$ cat src/rtl/calf_inject_port_pkg.sv
// Shared widths, control-word layout and FSM encodings for the CALF injection port.
package calf_inject_port_pkg;

  localparam int DEST_W = 4;
  localparam int DATA_W = 32;
  localparam int AGE_W  = 3;

  // Control word is {valid, age, seq, src, dest}, dest in the LSBs.
  localparam int DEST_LSB = 0;
  localparam int SRC_LSB  = DEST_W;
  localparam int SEQ_LSB  = 2 * DEST_W;

  function automatic int age_lsb(input int seq_w);
    return SEQ_LSB + seq_w;
  endfunction

  function automatic int valid_bit(input int seq_w);
    return SEQ_LSB + seq_w + AGE_W;
  endfunction

  function automatic int control_w(input int seq_w);
    return valid_bit(seq_w) + 1;
  endfunction

  typedef enum logic [1:0] {
    ST_EMPTY   = 2'd0,
    ST_WAITING = 2'd1,
    ST_STARVED = 2'd2
  } inj_state_e;

  typedef struct packed {
    logic [DEST_W-1:0] dest;
    logic [DATA_W-1:0] data;
  } inj_flit_t;

endpackage

$ cat src/rtl/calf_inj_fifo.sv
// DEPTH-entry synchronous FIFO; head is visible combinationally, push blocked when full.
module calf_inj_fifo #(
  parameter int DEPTH = 4,
  parameter int W     = 8,
  localparam int PTR_W = $clog2(DEPTH),
  localparam int OCC_W = PTR_W + 1
) (
  input  logic             clk,
  input  logic             rst_n,
  input  logic             push,
  input  logic             pop,
  input  logic [W-1:0]     wdata,
  output logic [W-1:0]     head,
  output logic [OCC_W-1:0] occupancy,
  output logic             full,
  output logic             empty
);

  logic [W-1:0]     mem [DEPTH];
  logic [PTR_W-1:0] wr_ptr_q, wr_ptr_d;
  logic [PTR_W-1:0] rd_ptr_q, rd_ptr_d;
  logic [OCC_W-1:0] occ_q, occ_d;
  logic             do_push, do_pop;

  assign full    = (occ_q == OCC_W'(DEPTH));
  assign empty   = (occ_q == '0);
  assign do_push = push && !full;
  assign do_pop  = pop && !empty;

  always_comb begin
    wr_ptr_d = wr_ptr_q;
    rd_ptr_d = rd_ptr_q;
    if (do_push) wr_ptr_d = wr_ptr_q + 1'b1;
    if (do_pop)  rd_ptr_d = rd_ptr_q + 1'b1;
    occ_d = occ_q + OCC_W'(do_push) - OCC_W'(do_pop);
  end

  always_ff @(posedge clk or negedge rst_n) begin
    if (!rst_n) begin
      wr_ptr_q <= '0;
      rd_ptr_q <= '0;
      occ_q    <= '0;
    end else begin
      wr_ptr_q <= wr_ptr_d;
      rd_ptr_q <= rd_ptr_d;
      occ_q    <= occ_d;
    end
  end

  // Storage needs no reset: pointers and occupancy define what is live.
  always_ff @(posedge clk) begin
    if (do_push) mem[wr_ptr_q] <= wdata;
  end

  assign head      = mem[rd_ptr_q];
  assign occupancy = occ_q;

endmodule

$ cat src/rtl/calf_inject_port.sv
// Injection stage feeding the CALF router local port: stamps src/seq/age and flags head starvation.
// Optional INJ_STATS_EN adds inj_count and max_wait statistics outputs.
module calf_inject_port
  import calf_inject_port_pkg::*;
#(
  parameter int NODE_ID      = 0,
  parameter int DEPTH        = 4,
  parameter int STARVE_LIMIT = 16,
  parameter int SEQ_W        = 8
) (
  input  logic                        clk,
  input  logic                        rst_n,
  input  logic                        req_valid,
  input  logic [DEST_W-1:0]           req_dest,
  input  logic [DATA_W-1:0]           req_data,
  output logic                        req_ready,
  input  logic                        inj_free,
  output logic [control_w(SEQ_W)-1:0] port_co,
  output logic [DATA_W-1:0]           port_do,
  output logic                        starved,
  output logic [$clog2(DEPTH):0]      occupancy
`ifdef INJ_STATS_EN
  ,
  output logic [31:0]                 inj_count,
  output logic [15:0]                 max_wait
`endif
);

  localparam int OCC_W  = $clog2(DEPTH) + 1;
  localparam int WCNT_W = $clog2(STARVE_LIMIT + 1);
  localparam logic [WCNT_W-1:0] LIMIT  = WCNT_W'(STARVE_LIMIT);
  localparam logic [DEST_W-1:0] SRC_ID = DEST_W'(NODE_ID);

  typedef struct packed {
    logic              valid;
    logic [AGE_W-1:0]  age;
    logic [SEQ_W-1:0]  seq;
    logic [DEST_W-1:0] src;
    logic [DEST_W-1:0] dest;
  } ctrl_t;

  inj_flit_t        wflit, head;
  logic             full, empty, push, pop;
  logic [OCC_W-1:0] occ, occ_next;

  ctrl_t             ctrl_q, ctrl_d;
  logic [DATA_W-1:0] data_q, data_d;
  logic [SEQ_W-1:0]  seq_q, seq_d;
  logic [WCNT_W-1:0] wcnt_q, wcnt_d;
  inj_state_e        state_q, state_d;

  assign wflit.dest = req_dest;
  assign wflit.data = req_data;

  calf_inj_fifo #(
    .DEPTH (DEPTH),
    .W     ($bits(inj_flit_t))
  ) u_fifo (
    .clk       (clk),
    .rst_n     (rst_n),
    .push      (push),
    .pop       (pop),
    .wdata     (wflit),
    .head      (head),
    .occupancy (occ),
    .full      (full),
    .empty     (empty)
  );

  // Ready comes from registered occupancy only, so a full FIFO refuses even on a pop cycle.
  assign req_ready = !full;
  assign push      = req_valid && !full;
  assign pop       = !empty && inj_free;
  assign occ_next  = occ + OCC_W'(push) - OCC_W'(pop);
  assign occupancy = occ;

  always_comb begin
    ctrl_d = '0;
    data_d = data_q;
    seq_d  = seq_q;
    if (pop) begin
      ctrl_d.valid = 1'b1;
      ctrl_d.age   = '0;
      ctrl_d.seq   = seq_q;
      ctrl_d.src   = SRC_ID;
      ctrl_d.dest  = head.dest;
      data_d       = head.data;
      seq_d        = seq_q + 1'b1;
    end
  end

  always_comb begin
    wcnt_d = wcnt_q;
    if (pop) wcnt_d = '0;
    else if (!empty && !inj_free && wcnt_q != LIMIT) wcnt_d = wcnt_q + 1'b1;
  end

  always_ff @(posedge clk or negedge rst_n) begin
    if (!rst_n) begin
      ctrl_q  <= '0;
      data_q  <= '0;
      seq_q   <= '0;
      wcnt_q  <= '0;
      state_q <= ST_EMPTY;
    end else begin
      ctrl_q  <= ctrl_d;
      data_q  <= data_d;
      seq_q   <= seq_d;
      wcnt_q  <= wcnt_d;
      state_q <= state_d;
    end
  end

  always_comb begin
    state_d = state_q;
    unique case (state_q)
      ST_EMPTY: if (push) state_d = ST_WAITING;
      ST_WAITING, ST_STARVED: begin
        if (pop)                  state_d = (occ_next == '0) ? ST_EMPTY : ST_WAITING;
        else if (wcnt_d == LIMIT) state_d = ST_STARVED;
      end
      default: state_d = ST_EMPTY;
    endcase
  end

  always_comb begin
    starved = 1'b0;
    if (state_q == ST_STARVED) starved = 1'b1;
  end

  assign port_co = ctrl_q;
  assign port_do = data_q;

`ifdef INJ_STATS_EN
  logic [31:0] inj_cnt_q, inj_cnt_d;
  logic [15:0] wraw_q, wraw_d;
  logic [15:0] maxw_q, maxw_d;

  // Unsaturated twin of the wait counter, so max_wait can exceed STARVE_LIMIT.
  always_comb begin
    inj_cnt_d = inj_cnt_q;
    wraw_d    = wraw_q;
    maxw_d    = maxw_q;
    if (pop) begin
      inj_cnt_d = inj_cnt_q + 32'd1;
      wraw_d    = '0;
      if (wraw_q > maxw_q) maxw_d = wraw_q;
    end else if (!empty && !inj_free && wraw_q != 16'hFFFF) begin
      wraw_d = wraw_q + 16'd1;
    end
  end

  always_ff @(posedge clk or negedge rst_n) begin
    if (!rst_n) begin
      inj_cnt_q <= '0;
      wraw_q    <= '0;
      maxw_q    <= '0;
    end else begin
      inj_cnt_q <= inj_cnt_d;
      wraw_q    <= wraw_d;
      maxw_q    <= maxw_d;
    end
  end

  assign inj_count = inj_cnt_q;
  assign max_wait  = maxw_q;
`endif

endmodule

$ cat config.mk
export PLATFORM = sky130hd
export DESIGN_NAME = calf_inject_port
export DESIGN_NICKNAME = d
export VERILOG_FILES = /design/src/rtl/calf_inject_port_pkg.sv /design/src/rtl/calf_inj_fifo.sv /design/src/rtl/calf_inject_port.sv
export SDC_FILE = /design/constraint.sdc
export NUM_CORES = 1
export LEC_CHECK = 0
export BUFFER_PORTS_ARGS = -buffer_cell sky130_fd_sc_hd__buf_2
export CELL_PAD_IN_SITES_DETAIL_PLACEMENT = 1
export CELL_PAD_IN_SITES_GLOBAL_PLACEMENT = 1
export CORE_ASPECT_RATIO = 0.6
export CORE_UTILIZATION = 38
export DETAILED_ROUTE_END_ITERATION = 10
export GPL_TIMING_DRIVEN = 0
export PLACE_DENSITY_LB_ADDON = 0.25
export SYNTH_ARGS = -nofsm -noshare
export SYNTH_HDL_FRONTEND = slang
export SYNTH_HIERARCHICAL = 1
export SYNTH_SLANG_ARGS = --single-unit
$ cat constraint.sdc
create_clock -name clk -period 2.9 [get_ports clk]
set_clock_uncertainty 0.1 [all_clocks]
set_input_delay 0.29 -clock clk [delete_from_list [all_inputs] [get_ports clk]]
set_output_delay 0.29 -clock clk [all_outputs]
set_load 0.02 [all_outputs]
==> metrics.txt <==
most frequent cells in the layout=edfxtp_1, buf_2, dfrtp_1; Crit-path slowest cell=dfrtp_2; Hold Fails Final Rpt=0; Die Height=115.9 um; die area=0.02223 mm2; Area Growth Syn to Fin=25.60%; first-pass GRT wire length=24940 um; Tot Pwr=10.58 mW; Worst R2R Setup Slack=0.15 ns; fin nets=645; Hold Path Class=in2async; DRT Pass-1 Iters=4; via/cell ratio=4.764; crit-path cells=nor3_4 -> nor2b_2 -> buf_4 -> buf_4 -> o31ai_1 -> inv_1 -> ha_1 -> inv_1 -> ha_1 -> fa_1 -> xnor2_2 -> xnor2_1; Place WS=-0.4705 ns; Post-DP Area=0.009154 mm2; Final Non-Filler Cells=883; hold slack=0.1181 ns; core area=0.02108 mm2; maxcap violations=0; routability cong.=0.7282; PortBufs=89; Worst Slack Setup Final=0.1485 ns; DRC marker count from the first detailed-route iteration=119; Initial Util=38.97%; gate count after technology mapping=421; sequential fraction of the synthesis area=73.03%; DRC=0; Max clock buf depth=3; DP Cell Count=800; initial antenna violation count=0; Worst Setup Path Type=reg2reg; WL final=16120 um; vias in the first global route=4469; mapped cell area=0.008217 mm2; Routed Antenna Nets=0; FF-to-FF Start=u_fifo/occupancy[2]; ratio of cells with drive above 1 in the final layout=39.90%; Avg WL per Cell=18.25 um; crit path DAT=3.02 ns; I/O Pins=97; Synth cell types=40; Crit Path Max Fanout=12; root buf cell=clkbuf_16; FP Rows=41; RSZ-0062 raised after global routing=no; GRT Total Usage=15.03%; Pwr Density=1026 mW/mm2; Startpoint Class=flip-flop; Reg2Reg Depth=12; number of inserted diodes=0; commonest non-fill, non-tap cell in the layout=edfxtp_1; Setup violations, final=0; grt total ovfl=0; CP endpoint kind=flip-flop; required time of the critical path=3.17 ns; TritonCTS clock tree=done; Leakage Power=4.004 nW; pin count of the biggest net entering global routing=52; hpwl dp=10050 um; die span in x=191.8 um; VDD IR max=511.2 uV; DR vias=4207; Worst-Skew Late Latency=0.49 ns; synthesis warning total=6; fin crit period=2.751 ns; total CTS buffers=21; Max Clock Freq=0.3634 GHz; clk slew on worst S/H paths=0.06 ns; register bit total from synthesis=211; Max Slew Vio Count=0; finished layout cell area=0.01032 mm2; Sink Count=211; H-tree depth=1; slowest stage delay, CP=0.45 ns; synthesized area per cell=19.52 um2; run status=completed; reg-to-reg critical path endpoint=u_fifo/occupancy[2]; crit share post-route=94.88%
## per-layer routing
| layer | vias up | track usage (%) | part of all wire, % |
|---|---|---|---|
| met3 | 25 | 3.059 | 5.2 |
| met5 | - | 0 | 0 |
| met4 | 0 | 3.333 | 1.5 |
| met2 | 107 | 25.03 | 49 |
| met1 | 2138 | 20.51 | 45 |
| li1 | 1937 | - | - |
## critical path, delay by kind of cell, from the launching register on
family | cells | cell delay, ns
fa+ha+maj | 3 | 0.90
buf+inv | 4 | 0.51
flops | 1 | 0.45
simple gates | 2 | 0.29
xor+xnor | 2 | 0.27
compound gates | 1 | 0.12
## kinds of logic after synthesis
family | count (synthesis) | synth area share [%]
multiplexers | 72 | 14.82
XOR/XNOR | 17 | 1.812
buffers and inverters | 34 | 2.528
AND/OR/NAND/NOR | 55 | 3.898
other | 1 | 0.04564
flip-flops | 211 | 73.03
adder cells (fa/ha/maj) | 15 | 2.467
AO/OA/AOI/OAI | 16 | 1.401
## stage by stage
stage / setup TNS (ns) / utilization (%)
floorplan: -0.01514 / -
global placement: -68.25 / 42.87
detailed placement: -1.132 / 43.42
CTS: 0 / 48.77
global route: 0 / 48.95
finish: 0 / 48.95
## worst max-delay path by stage
stage | endpoint | startpoint | slack (ns)
4_1_cts | state_q[0] | u_fifo/occupancy[2] | 0.003
5_1_grt | u_fifo/occupancy[2] | u_fifo/occupancy[2] | 0.002
2_1_floorplan | state_q[0] | u_fifo/occupancy[2] | -0.02
3_5_place_dp | u_fifo/occupancy[2] | u_fifo/occupancy[0] | -0.47
6_report | u_fifo/occupancy[2] | u_fifo/occupancy[2] | 0.15
3_3_place_gp | u_fifo/mem[0][15] | u_fifo/occupancy[2] | -0.48
## report_power, final
group	internal (mW)	total, mW	switching, mW
combinational	1.67	3.47	1.80
sequential	4.09	4.46	0.363
clock	1.59	2.66	1.07
total	7.35	10.6	3.24
## timing repair
item	CTS	global route
endpoints found under the setup margin	3	2
pin swaps	1	2
gates resized for setup	9	8
hold buffers	38	0
hold endpoints to repair	212	0
setup buffers	6	2
## state kept, by name (all words and copies together) (netlist names)
signal	cells
state_q	2
u_fifo/mem	144
u_fifo/occupancy	3
seq_q	8
port_do	32
wcnt_q	5
u_fifo/rd_ptr_q	2
u_fifo/wr_ptr_q	2
port_co	13
## Yosys cell counts
cell | count | area (um2)
a21bo_2 | 1 | 10.01
a21oi_1 | 6 | 30.03
a41oi_2 | 1 | 16.27
and2_1 | 12 | 75.07
and3_1 | 2 | 12.51
and3b_1 | 4 | 35.03
buf_1 | 1 | 3.750
buf_12 | 2 | 40.04
buf_2 | 8 | 40.04
buf_4 | 8 | 60.06
buf_6 | 1 | 11.26
clkbuf_1 | 1 | 3.750
conb_1 | 1 | 3.750
dfrtp_1 | 67 | 1677
edfxtp_1 | 144 | 4324
fa_1 | 2 | 40.04
ha_1 | 13 | 162.7
inv_1 | 13 | 48.80
mux2_2 | 33 | 371.6
mux2_4 | 1 | 15.01
mux2i_1 | 2 | 20.02
mux4_2 | 36 | 810.8
nand2_1 | 8 | 30.03
nand2b_1 | 4 | 25.02
nand3_1 | 4 | 20.02
nand4_1 | 2 | 12.51
nand4bb_1 | 2 | 22.52
nor2_1 | 9 | 33.78
nor2b_1 | 3 | 18.77
nor3_1 | 3 | 15.01
nor3b_2 | 1 | 12.51
o211ai_1 | 2 | 15.01
o21ai_0 | 2 | 10.01
o311ai_0 | 1 | 8.760
o31a_1 | 1 | 8.760
o31ai_1 | 1 | 7.510
o41ai_1 | 1 | 8.760
or2b_1 | 1 | 7.510
xnor2_1 | 11 | 96.34
xor2_1 | 6 | 52.55
## cell type report
class / instances / area (um2)
plain buffers: 21 / 168.9
flip-flops and latches: 211 / 6005
clock inverters: 9 / 97.59
multi-input cells: 182 / 2073
inverters: 13 / 48.80
repair buffers: 140 / 996.0
clock buffers: 28 / 581.8
fillers: 1969 / 10760
well taps: 279 / 349.1
Note: power is estimated with default switching activity, not from simulation.
